$ cat config.mk
export PLATFORM = sky130hd
export DESIGN_NAME = sort_collect
export DESIGN_NICKNAME = d
export VERILOG_FILES = /design/src/rtl/sort_pkg.sv /design/src/rtl/sort_collect.sv
export SDC_FILE = /design/constraint.sdc
export NUM_CORES = 1
export LEC_CHECK = 0
export BUFFER_PORTS_ARGS = -buffer_cell sky130_fd_sc_hd__buf_2
export CORE_ASPECT_RATIO = 1.4
export CORE_MARGIN = 1.5
export CORE_UTILIZATION = 52
export CTS_CLUSTER_SIZE = 14
export DETAILED_ROUTE_END_ITERATION = 10
export PLACE_DENSITY = 0.8
export SYNTH_ARGS = -nofsm -noshare
export SYNTH_HDL_FRONTEND = slang
export SYNTH_SLANG_ARGS = --single-unit
$ cat constraint.sdc
create_clock -name i_clk -period 2.3 [get_ports i_clk]
set_input_delay 0.115 -clock i_clk [delete_from_list [all_inputs] [get_ports i_clk]]
set_output_delay 0.115 -clock i_clk [all_outputs]
set_load 0.01 [all_outputs]
$ cat src/rtl/sort_pkg.sv
// ---------------------------------------------------------------------------
// sort_pkg
// Shared definitions for the sort pipeline: the element width and type that
// both the collector and the sort stage agree on, the collector's state
// encoding, and the default pad byte. The pad byte is the largest element
// value, so unfilled slots in a short frame sort to the end.
// ---------------------------------------------------------------------------
package sort_pkg;

  localparam int DATA_W = 8;

  typedef logic [DATA_W-1:0] elem_t;

  typedef enum logic {
    COLLECT,
    EMIT
  } collect_state_t;

  localparam elem_t PAD_VAL_DEFAULT = 8'hFF;

endpackage

$ cat src/rtl/sort_collect.sv
// ---------------------------------------------------------------------------
// sort_collect
// Upstream feeder for the sort stage. Bytes arrive on a valid/ready stream
// and are packed into an N-element vector. A frame ends after N bytes or
// earlier on a byte flagged with i_last. Slots that a short frame did not
// fill are loaded with PAD_VAL. The finished frame is presented for exactly
// one cycle with o_valid. That cycle is also the one dead cycle per frame,
// because no byte is accepted while the frame is being emitted.
//
// Ports
//   i_clk    clock
//   i_rst    synchronous active-high reset
//   i_data   stream byte
//   i_valid  i_data is valid
//   i_last   i_data is the final byte of a frame (meaningful with i_valid)
//   o_ready  a byte can be accepted this cycle
//   o_data   packed frame; element 0 is the first byte accepted
//   o_valid  one-cycle pulse; o_data and o_count are valid
//   o_count  number of real (non-pad) elements in the frame
// ---------------------------------------------------------------------------
module sort_collect
  import sort_pkg::*;
#(
  parameter int    N       = 8,
  parameter elem_t PAD_VAL = PAD_VAL_DEFAULT
) (
  input  logic                            i_clk,
  input  logic                            i_rst,
  input  logic [DATA_W-1:0]               i_data,
  input  logic                            i_valid,
  input  logic                            i_last,
  output logic                            o_ready,
  output logic [N-1:0][DATA_W-1:0]        o_data,
  output logic                            o_valid,
  output logic [$clog2(N+1)-1:0]          o_count
);

  // The index counter only needs to reach N-1. The count output must also
  // be able to hold N, so it gets its own wider width.
  localparam int CNT_W   = $clog2(N);
  localparam int COUNT_W = $clog2(N+1);
  localparam logic [CNT_W-1:0] LAST_IDX = CNT_W'(N-1);

  collect_state_t               r_state;
  collect_state_t               w_nextState;
  logic [CNT_W-1:0]             r_cnt;
  logic [N-1:0][DATA_W-1:0]     r_data;
  logic [COUNT_W-1:0]           r_count;
  logic                         w_accept;
  logic                         w_final;

  // A byte is taken only while collecting. The byte closes the frame when it
  // fills the last slot or upstream marks it as the last one. A full frame
  // whose last byte also carries i_last is still an ordinary full frame.
  assign w_accept = i_valid && o_ready;
  assign w_final  = (r_cnt == LAST_IDX) || i_last;

  // Next-state and handshake outputs. EMIT always lasts a single cycle, so
  // o_valid is a clean one-cycle pulse and o_ready drops for that cycle.
  always_comb begin
    w_nextState = r_state;
    o_ready     = 1'b0;
    o_valid     = 1'b0;
    case (r_state)
      COLLECT: begin
        o_ready = 1'b1;
        if (w_accept && w_final) begin
          w_nextState = EMIT;
        end
      end
      EMIT: begin
        o_valid     = 1'b1;
        w_nextState = COLLECT;
      end
      default: begin
        w_nextState = COLLECT;
      end
    endcase
  end

  // State, slot index and frame storage. On the closing byte, every slot
  // above the current index is padded on the same edge, so the emitted
  // vector never carries stale bytes from an earlier, longer frame. Reset
  // throws away any partial frame and clears the outputs. Because reset
  // takes priority here, bytes are never accepted while reset is high.
  always_ff @(posedge i_clk) begin
    if (i_rst) begin
      r_state <= COLLECT;
      r_cnt   <= '0;
      r_data  <= '0;
      r_count <= '0;
    end else begin
      r_state <= w_nextState;
      if (w_accept) begin
        if (w_final) begin
          for (int i = 0; i < N; i++) begin
            if (CNT_W'(i) > r_cnt) begin
              r_data[i] <= PAD_VAL;
            end
          end
          r_data[r_cnt] <= i_data;
          r_count       <= COUNT_W'(r_cnt) + COUNT_W'(1);
          r_cnt         <= '0;
        end else begin
          r_data[r_cnt] <= i_data;
          r_cnt         <= r_cnt + CNT_W'(1);
        end
      end
    end
  end

  assign o_data  = r_data;
  assign o_count = r_count;

endmodule

Yosys cells after proc, flatten, opt, wreduce, memory -nomap -nowiden
Cells that the tools add are included.
{"block": "totals", "ff_bits": 72, "out_inout_bits": 70, "word_cells": 72}
{"block": "op_classes", "addsub": 2, "n_lt_le_gt_ge": 10, "eq_ne": 1, "n_mux": 42, "n_bitwise": 1, "reduce_logical": 5}
{"operator": "8-bit two-way mux", "count": 33}
{"operator": "64-bit bitwise mux", "count": 2}
{"operator": "64-bit two-way mux", "count": 1}
{"operator": "8-bit demux with 3-bit select", "count": 1}
{"operator": "3-bit greater-than comparator (first input constant)", "count": 4}
{"operator": "1-bit by 3-bit greater-than comparator with 1-bit output (first input constant)", "count": 2}
{"operator": "2-bit by 3-bit greater-than comparator with 1-bit output (first input constant)", "count": 2}
{"operator": "3-bit by 1-bit adder with 4-bit output (second input constant)", "count": 1}
{"operator": "3-bit by 4-bit less-than comparator with 1-bit output (second input constant)", "count": 1}
{"operator": "3-bit by 1-bit adder with 3-bit output (second input constant)", "count": 1}
{"operator": "3-bit == test (second input constant)", "count": 1}
{"operator": "3-bit by 1-bit greater-or-equal comparator with 1-bit output (second input constant)", "count": 1}
{"operator": "1-bit logical AND", "count": 3}
{"operator": "1-bit two-way mux", "count": 3}
{"operator": "3-bit two-way mux", "count": 1}
{"operator": "1-bit case mux with 2 select lines", "count": 1}
{"operator": "2-bit AND reduction", "count": 1}
{"operator": "1-bit logical OR", "count": 1}
{"operator": "1-bit NOT", "count": 1}

Logic depth before layout (Yosys ltp)
Gate-level depths: netlist (run 1).
{"block": "logic_depth", "word_depth": 7, "ltp_mapped": 6, "ltp_nobuf": 5}

Least setup slack after synthesis (run 1)
OpenSTA, ideal clock, no wires.
{"block": "synth_timing", "path_type": "register -> register", "start": "register r_cnt[1]", "end": "register r_data, in the netlist o_data[10]", "arrival_ns": 1.676, "required_ns": 2.239, "setup_slack_ns": 0.563, "path_stages_with_launch": 6, "period_less_slack_ns": 1.737, "path_cell_list": "dfxtp_1 > ha_1 > ha_1 > nor2_2 > a2111oi_4 > o221a_1"}
{"block": "synth_between", "elab_chain_cells": 7}
{"element": "from (decl)", "line_no": "sort_collect.sv:46", "rtl": "logic [CNT_W-1:0] r_cnt;"}
{"element": "from (signal assigned)", "line_no": "sort_collect.sv:106", "rtl": "r_cnt <= r_cnt + CNT_W'(1);"}
{"element": "1-bit by 3-bit greater-than comparator with 1-bit output", "line_no": "sort_collect.sv:97", "rtl": "if (CNT_W'(i) > r_cnt) begin"}
{"element": "8-bit two-way mux", "line_no": "sort_collect.sv:97"}
{"element": "8-bit two-way mux", "line_no": "sort_collect.sv:95", "rtl": "if (w_final) begin"}
{"element": "8-bit two-way mux", "line_no": "sort_collect.sv:94", "rtl": "if (w_accept) begin"}
{"element": "8-bit two-way mux", "line_no": "sort_collect.sv:87", "rtl": "if (i_rst) begin"}
{"element": "64-bit bitwise mux", "line_no": "sort_collect.sv:101", "rtl": "r_data[r_cnt] <= i_data;"}
{"element": "64-bit two-way mux (*)", "line_no": "sort_collect.sv:95"}
{"element": "to (signal, indexed assignment)", "line_no": "sort_collect.sv:101"}
{"element": "to (signal, indexed assignment)", "line_no": "sort_collect.sv:105", "rtl": "r_data[r_cnt] <= i_data;"}
{"element": "to (decl)", "line_no": "sort_collect.sv:47", "rtl": "logic [N-1:0][DATA_W-1:0] r_data;"}
Mark *: on every way between the ends. The rest lies on a longest branch, timed or not. The select of a mux whose other input is x is not followed.
A chain may end at the register's enable or synchronous reset.

Worst setup path after layout (run 1)
{"block": "layout_timing", "start": "register r_cnt[0]", "end": "register r_data, in the netlist o_data[15]"}
Same word-level chain as after synthesis.

==> flow_summary.ini, run 1 <==
[finish]
drive_gt1_share_pct = 32.5
final_cell_mix = buf_2, dfxtp_1, a21oi_1
fill_cells = 468
fin_nets = 388
n_antenna_cell = 0
seq_area_um2 = 1440
fin_area_um2 = 3620
final_common_cell = buf_2
multi_input_comb_area_um2 = 1270
area_delta_synth_final_pct = 21.8

[place]
io_buffers = 81
dp_hpwl_um = 4980
placed_area_um2 = 3340
gp_congestion = 0.833

[routing]
finalWirelength_um = 7450
drc = 0
dr.first_iter.drc_count = 226
drt-wirelength-per-cell_um = 16.7
first_pass_iters = 5
via_count = 2602
detail-route-antenna-nets = 0
viasPerCell = 5.83

[die]
num_rows = 32
fp.dieArea_um2 = 6180
core_um2 = 5530
pin_count = 82
start_util_pct = 53.8
die_y_um = 92.4
chipWidth_um = 66.9

[cts]
clk_pin_slew_ns = 0.07
hold_buffers = 0
numCtsBuffers = 9
clkLatencyLatePin_ns = 0.35
htreeDepth = 3
cts_buffer_depth = 2
post-cts-setup-buffers = 0
cts_tree = yes
clockRootBuffer = clkbuf_8
cts_sinks = 72
cts_resized = 0

[timing]
post-route-period-util_pct = 89.1
hold_viol = 0
relSlewSlack_pct = 61.9
finalSetupViolCount = 0
rsz0062_at_grt = false
drv_slew = 0
fin_tns_setup_ns = 0
finalCriticalPeriod_ns = 2.05
max_freq_mhz = 488
worst_pin_slew_ns = 0.568
fin_worst_skew_ns = 0.00853

[yosys]
synth_area_leaders = dfxtp_1, o221a_1, a21oi_1
yosys_warnings = 0
synth-main-ff-cell = dfxtp_1
netlist_area_um2 = 2970
synth_top_cell_area_share_pct = 48.5
synth_seq_cells = 72
netlist-cell-type-count = 42
ys_seq_area_share_pct = 48.5
synth_top_cell_by_area = dfxtp_1
synth_edf_count = 0
synth_nets = 322
avgSynthCellArea_um2 = 9.68
synthCells = 307
postSynth.asyncResetShare_pct = 0

[global_routing]
grt_pass1_vias = 2280
grt_pass1_wl_um = 11800
overflow = 0
grt_antenna_before_repair = 0
grt_max_degree = 40
grt_usage_pct = 25.3

[setup_path]
critical_path_class = flop to flop
cp-start-kind = flop
critical_path_required_ns = 2.59
crit_path_end_kind = flop
cp.arrival_ns = 2.34
critPathMaxFanout = 12

[pwr]
p_leak_nw = 1.54
ir_worst_vdd_uv = 440
power.density_nw_per_um2 = 861

[outcome]
status = completed

[run]
drv_cap = 0

[min_path]
min-delay-path-class = input port to flop
-- cell families (layout without fill, tap and decap cells) --
family	after synthesis	count (layout)	synth area share, %
flip-flops	72	72	48.5
adder cells (fa/ha/maj)	3	3	1.26
AND/OR/NAND/NOR	65	65	13.1
buffers and inverters	58	129	8.67
AO/OA/AOI/OAI	109	109	28.5
-- cell type report --
class	instances	area share [%]
tap	68	2.35
timing repair buffer	86	12.2
sequential	72	39.8
multi-input combinational	177	35.2
clock inverter	6	3.80
clock buffer	10	3.80
inverter	27	2.80
-- routing by layer --
metal / wire [um] / GRT usage, %
met5: 0 / 0
met3: 367 / 6.56
met2: 3740 / 39.7
met4: 119 / 8.33
met1: 3210 / 33.7
-- cells in the mapped netlist (all sizes together) (2+ instances only) --
cell	n
a211oi	2
a21oi	32
a311oi	9
a31oi	9
buf	19
clkbuf	12
dfxtp	72
ha	3
inv	27
nand2	7
nand3	15
nor2	3
nor2b	3
nor3	26
o21a	2
o21ai	12
o221a	23
o31ai	16
or2	2
or3b	2
-- metrics by stage --
stage	std cells	total power [mW]	hold WS [ns]	setup slack [ns]	utilization, %
floorplan	307	1.66	0.340	0.563	-
global placement	430	1.79	0.431	0.396	60.5
detailed placement	430	1.80	0.434	0.313	60.5
CTS	446	3.13	0.108	0.274	65.5
global route	446	3.24	0.131	0.0788	65.5
finish	446	3.12	0.122	0.250	65.5
-- worst max-delay path: stages (launching register included) --
cell and delay (ns):
dfxtp_1 0.54, ha_1 0.21, ha_1 0.23, nor2_2 0.13, a2111oi_4 0.60, o221a_1 0.27
-- power breakdown --
part	total, mW	switching, mW	leakage [nW]	internal (mW)
clock	1.34	0.477	0.137	0.867
sequential	1.39	0.0504	0.594	1.34
combinational	0.385	0.230	0.806	0.155
total	3.12	0.757	1.54	2.36
-- path summary, 6_finish.rpt --
kind | from | endpoint | slack [ns] | cells past startpoint
setup / recovery | r_cnt[0]$_SDFFE_PP0P_ | o_data[15]$_SDFFE_PP0P_ | 0.25 | 5
hold reg to reg | o_data[49]$_SDFFE_PP0P_ | o_data[49]$_SDFFE_PP0P_ | 0.44 | 2
hold / removal | i_data[6] | flop | 0.12 | 3
setup reg to reg | r_cnt[0]$_SDFFE_PP0P_ | o_data[15]$_SDFFE_PP0P_ | 0.25 | 5
(Power assumes the default switching activity.)
==> run 2, diff against run 1 <==
--- a/config.mk
+++ b/config.mk
@@ -5,6 +5,7 @@
 export SDC_FILE = /design/constraint.sdc
 export NUM_CORES = 1
 export LEC_CHECK = 0
+export ABC_AREA = 1
 export BUFFER_PORTS_ARGS = -buffer_cell sky130_fd_sc_hd__buf_2
 export CORE_ASPECT_RATIO = 1.4
 export CORE_MARGIN = 1.5
==> run 2 against run 1 <==
Sequential power barely moved; register-to-register slack better by 0.19 ns; final area increased by 3.6%; non-clock buffer count decreased by 2; die area is 3.9% higher; synthesized area grew 4.0%; highest routed layer unchanged.
==> flow_summary.ini, run 2 <==
[yosys]
synth-main-ff-cell = dfxtp_1
synth_seq_cells = 72
synth_top_cell_area_share_pct = 46.6
yosys_warnings = 0
postSynth.asyncResetShare_pct = 0
yosysMostFrequentCell = nand2_1
synth_nets = 459
synthCells = 444
synth_edf_count = 0
synth_common_cells = nand2_1, dfxtp_1, nor2_1
netlist_area_um2 = 3090
synth_top_cell_by_area = dfxtp_1
netlist-cell-type-count = 23
avgSynthCellArea_um2 = 6.96
synth_area_leaders = dfxtp_1, nand2_1, nor2_1
ys_seq_area_share_pct = 46.6

[global_routing]
overflow = 0
grt_max_degree = 41
grt_antenna_before_repair = 0
grt_pass1_vias = 2777
grt_pass1_wl_um = 12500
grt_usage_pct = 26.1

[die]
num_rows = 33
start_util_pct = 53.5
core_um2 = 5780
pin_count = 82
die_y_um = 94.2
fp.dieArea_um2 = 6420
chipWidth_um = 68.2

[min_path]
min-delay-path-class = input port to flop

[cts]
cts_buffer_depth = 2
hold_buffers = 0
htreeDepth = 3
numCtsBuffers = 9
cts_sinks = 72
post-cts-setup-buffers = 0
clkLatencyLatePin_ns = 0.35
clk_pin_slew_ns = 0.07
clockRootBuffer = clkbuf_8
cts_resized = 0
cts_tree = yes

[setup_path]
crit_path_end_kind = flop
cp_slowest_cell = dfxtp_1
critPathMaxFanout = 8
rrSetupSlack_ns = 0.44
critical_path_class = flop to flop
cp-start-kind = flop
cp.arrival_ns = 2.11
cp_slowest_stage_delay_ns = 0.33
crit_chain = ha_1 > ha_1 > nor2_1 > nor2_1 > nand2_1 > nand3b_1 > nand2_1 > inv_1
critical_path_required_ns = 2.55

[finish]
drive_gt1_share_pct = 21.6
n_antenna_cell = 0
area_delta_synth_final_pct = 21.2
final_cell_mix = nand2_1, buf_2, dfxtp_1
fill_cells = 541
fin_nets = 537
final_common_cell = nand2_1

[run]
drv_cap = 0

[timing]
finalSetupViolCount = 0
max_freq_mhz = 538
rsz0062_at_grt = false
post-route-period-util_pct = 80.9
setup_ws_ns = 0.440
fin_worst_skew_ns = 0.00759
whs_ns = 0.0695
drv_slew = 0
fin_tns_setup_ns = 0
relSlewSlack_pct = 56.4
worst_pin_slew_ns = 0.650
hold_viol = 0
finalCriticalPeriod_ns = 1.86

[pwr]
ir_worst_vdd_uv = 489
sequentialPowerShare_pct = 47.5
pwr-share-comb_pct = 16.9
p_switching_uw = 840
pwr-share-clk_pct = 35.6
p_leak_nw = 1.98
p_int_mw = 2.12
power.density_nw_per_um2 = 790
swShare_pct = 28.4

[routing]
wl_met3_um = 441
detail-route-antenna-nets = 0
via_count = 3044
routed-wl-met2_um = 3920
finalWirelength_um = 7740
viasPerCell = 5.10
top_layer_used = met4
drt-wirelength-per-cell_um = 13.0
first_pass_iters = 5
drc = 0
dr.first_iter.drc_count = 161
wl_met1_um = 3160

[place]
gp_congestion = 0.940
pre_cts_ws_ns = 0.487
dp_hpwl_um = 5480
io_buffers = 81

[outcome]
status = completed
## run 2: cell count changes after synthesis, moves of 8 or more
cell | before | now
a311oi_1 | 9 | 0
o221a_1 | 15 | 0
o31ai_1 | 16 | 0
inv_1 | 27 | 57
nor2_1 | 1 | 63
a31oi_1 | 9 | 0
nor3_1 | 26 | 9
a21oi_1 | 31 | 42
nand4_1 | 0 | 9
nand2_1 | 5 | 110
nand3b_1 | 0 | 10
o221a_2 | 8 | 0
## run 2: worst max-delay path: cells and delay by family (launching register included)
family / cells / cell delay, ns
buffers and inverters: 1 / 0.03
and+or+nand+nor: 5 / 1.00
DFF: 1 / 0.33
adders and majority gates: 2 / 0.42
## run 2: path summary, 6_finish.rpt
kind,cells past startpoint,startpoint,endpoint
worst max register to register,8,r_cnt[0]$_SDFFE_PP0P_,o_data[16]$_SDFFE_PP0P_
worst max-delay path,8,r_cnt[0]$_SDFFE_PP0P_,o_data[16]$_SDFFE_PP0P_
worst min-delay path,2,i_rst,r_cnt[2]$_SDFFE_PP0P_
worst min register to register,2,o_data[48]$_SDFFE_PP0P_,o_data[48]$_SDFFE_PP0P_
## run 2: cell type report
type | count | area, um^2 | area share (%)
clock inverter | 4 | 51.3 | 1.37
tap | 70 | 87.6 | 2.34
sequential | 72 | 1440 | 38.5
timing repair buffer | 84 | 428 | 11.4
clock buffer | 12 | 165 | 4.41
inverter | 64 | 240 | 6.41
multi-input combinational | 291 | 1330 | 35.6
## run 2: layer usage
| layer | track usage [%] | vias up |
|---|---|---|
| met1 | 31.0 | 1360 |
| li1 | - | 1550 |
| met2 | 43.8 | 113 |
| met5 | 0 | - |
| met3 | 4.44 | 21 |
| met4 | 13.2 | 0 |
## run 2: logic make-up (layout without fill, tap and decap cells)
family,count (synthesis),count (layout),synth area share [%]
flip-flops,72,72,46.6
buffers and inverters,81,164,10.2
adder cells (fa/ha/maj),3,3,1.21
AO/OA/AOI/OAI,62,62,10.3
AND/OR/NAND/NOR,226,226,31.6
## run 2: power by group through the flow
stage | logic (mW) | registers (mW) | clock network, mW
2_1_floorplan | 0.269 | 1.48 | 0
6_report | 0.500 | 1.41 | 1.05
3_5_place_dp | 0.496 | 1.43 | 0
5_1_grt | 0.568 | 1.42 | 1.12
4_1_cts | 0.500 | 1.41 | 1.07
3_3_place_gp | 0.485 | 1.43 | 0
## run 2: metrics by stage
| stage | power, mW | util, % | instance area (um^2) | cells |
|---|---|---|---|---|
| 4_1_cts | 2.97 | 64.8 | 3750 | 597 |
| 6_report | 2.96 | 64.8 | 3750 | 597 |
| 5_1_grt | 3.11 | 64.8 | 3750 | 597 |
| 3_3_place_gp | 1.92 | 61.1 | 3530 | 581 |
| 3_5_place_dp | 1.93 | 61.1 | 3530 | 581 |
| 2_1_floorplan | 1.75 | - | 3090 | 444 |
==> run 3, diff against run 2 <==
--- a/config.mk
+++ b/config.mk
@@ -9,10 +9,10 @@
 export BUFFER_PORTS_ARGS = -buffer_cell sky130_fd_sc_hd__buf_2
 export CORE_ASPECT_RATIO = 1.4
 export CORE_MARGIN = 1.5
-export CORE_UTILIZATION = 52
+export CORE_UTILIZATION = 47
 export CTS_CLUSTER_SIZE = 14
 export DETAILED_ROUTE_END_ITERATION = 10
-export PLACE_DENSITY = 0.8
+export PLACE_DENSITY = 0.76
 export SYNTH_ARGS = -nofsm -noshare
 export SYNTH_HDL_FRONTEND = slang
 export SYNTH_SLANG_ARGS = --single-unit
==> constraint.sdc (replaced) <==
create_clock -name i_clk -period 1.61 [get_ports i_clk]
set_input_delay 0.0805 -clock i_clk [delete_from_list [all_inputs] [get_ports i_clk]]
set_output_delay 0.0805 -clock i_clk [all_outputs]
set_load 0.01 [all_outputs]
==> run 3 against run 2 <==
Critical path depth shrank 2; hold slack lost 0.040 ns; maximum frequency grew 24%; sequential share of layout area shrank 1.8 points; sequential cell count is the same; register-to-register slack lost 0.33 ns; combinational power grew 57%; critical path type unchanged; largest power group unchanged.
==> flow_summary.ini, run 3 (synthesis results as in run 2) <==
[outcome]
status = completed

[die]
core_um2 = 6300
num_rows = 34
pin_count = 82
chipWidth_um = 71.5
die_y_um = 99.0
fp.dieArea_um2 = 7080
start_util_pct = 49.1

[timing]
finalSetupViolCount = 0
finalCriticalPeriod_ns = 1.50
fin_worst_skew_ns = 0.00779
fin_tns_setup_ns = 0
hold_viol = 0
relSlewSlack_pct = 70.9
worst_pin_slew_ns = 0.436
drv_slew = 0
post-route-period-util_pct = 93.0
max_freq_mhz = 668

[min_path]
hp-start = i_rst
min-delay-path-class = input port to flop
hold_end = r_cnt[2]$_SDFFE_PP0P_
holdPathStages = 2

[cts]
clockRootBuffer = clkbuf_8
numCtsBuffers = 9
htreeDepth = 3
cts_resized = 0
clkLatencyLatePin_ns = 0.35
cts_tree = yes
post-cts-setup-buffers = 0
clk_pin_slew_ns = 0.08
hold_buffers = 0
cts_buffer_depth = 2
cts_sinks = 72

[pwr]
swShare_pct = 29.8
sequentialPowerShare_pct = 49.0
p_int_mw = 2.87
ir_worst_vdd_uv = 612
pwr-share-comb_pct = 19.2
p_leak_nw = 2.08
power.density_nw_per_um2 = 1040
pwr-share-clk_pct = 31.8
p_switching_mw = 1.22

[routing]
drc = 0
viasPerCell = 4.94
first_pass_iters = 6
via_count = 3052
finalWirelength_um = 7860
dr.first_iter.drc_count = 117
drt-wirelength-per-cell_um = 12.7
detail-route-antenna-nets = 0

[finish]
drive_gt1_share_pct = 26.2
n_antenna_cell = 0
postLayoutCoreUtil_pct = 62.5
final_common_cell = nand2_1
fin_nets = 556
fin_area_um2 = 3940
final_cell_mix = nand2_1, buf_2, dfxtp_1
area_delta_synth_final_pct = 27.3

[global_routing]
grt_usage_pct = 22.7
grt_pass1_vias = 2828
grt_antenna_before_repair = 0
grt_max_degree = 19
grt_pass1_wl_um = 12800
overflow = 0

[setup_path]
cp_common_cell = nor2_1
crit_chain = buf_4 > nor2_1 > nand3_1 > inv_2 > nor2_1 > nor2_1
cp-start-kind = flop
crit_buf_inv = 2
crit_path_end_kind = flop
critPathMaxFanout = 9
crit_family = simple AND/OR/NAND/NOR gates
rr_worst_depth = 6
timing.rr.start = r_cnt[2]$_SDFFE_PP0P_
cp_slowest_stage_delay_ns = 0.33
cp.arrival_ns = 1.79
cp_slowest_cell = dfxtp_1
critical_path_required_ns = 1.91
critical_path_class = flop to flop
rrSetupSlack_ns = 0.11

[run]
drv_cap = 0

[place]
dp_hpwl_um = 5720
io_buffers = 81
placed_area_um2 = 3690
gp_congestion = 0.933
-- run 3: cell types whose count changed in the layout (fill, tap and decap cells not counted), sizes merged --
| cell | previous run | this run |
|---|---|---|
| clkbuf | 12 | 11 |
| buf | 84 | 103 |
| bufinv | 1 | 0 |
| clkinv | 2 | 4 |
-- run 3: metal layers --
| layer | share of wire, % | vias up | wire [um] | global-route usage, % |
|---|---|---|---|---|
| li1 | - | 1590 | - | - |
| met1 | 43 | 1362 | 3400 | 26.6 |
| met2 | 49 | 79 | 3880 | 39.5 |
| met3 | 4.4 | 21 | 346 | 3.78 |
| met4 | 3.0 | 0 | 235 | 11.0 |
| met5 | 0 | - | 0 | 0 |
-- run 3: area by class of cell --
| class | count | area (um^2) |
|---|---|---|
| Clock buffer | 11 | 151 |
| Clock inverter | 5 | 31.3 |
| Fill cell | 594 | 2360 |
| Inverter | 64 | 240 |
| Multi-Input combinational cell | 291 | 1390 |
| Sequential cell | 72 | 1440 |
| Tap cell | 72 | 90.1 |
| Timing Repair Buffer | 103 | 591 |
-- run 3: power groups by stage --
stage / sequential, mW / clock (mW) / combinational, mW
finish: 2.00 / 1.30 / 0.787
CTS: 2.00 / 1.32 / 0.770
global route: 2.02 / 1.38 / 0.878
global placement: 2.04 / 0 / 0.755
floorplan: 2.12 / 0 / 0.389
detailed placement: 2.04 / 0 / 0.766
-- run 3: worst max-delay path by stage --
stage,startpoint,end,slack [ns],depth (start not counted)
final,r_cnt[2]$_SDFFE_PP0P_,flop,0.11,6
after global routing,r_cnt[0]$_SDFFE_PP0P_,o_data[8]$_SDFFE_PP0P_,-0.003,7
after CTS,r_cnt[0]$_SDFFE_PP0P_,o_data[23]$_SDFFE_PP0P_,0.03,8
after detailed placement,r_cnt[0]$_SDFFE_PP0P_,o_data[14]$_SDFFE_PP0P_,0.04,8
after global placement,r_cnt[0]$_SDFFE_PP0P_,o_data[23]$_SDFFE_PP0P_,0.07,8
after floorplan,r_cnt[0]$_SDFFE_PP0P_,o_data[10]$_SDFFE_PP0P_,0.01,8
-- run 3: metrics by stage --
| stage | power (mW) | setup slack (ns) | std cells | hold slack [ns] |
|---|---|---|---|---|
| 2_1_floorplan | 2.51 | 0.0119 | 444 | 0.208 |
| 3_3_place_gp | 2.79 | 0.0719 | 602 | 0.386 |
| 3_5_place_dp | 2.81 | 0.0407 | 602 | 0.384 |
| 4_1_cts | 4.09 | 0.0264 | 618 | 0.0187 |
| 5_1_grt | 4.28 | -0.00281 | 618 | 0.0612 |
| 6_report | 4.09 | 0.112 | 618 | 0.0297 |
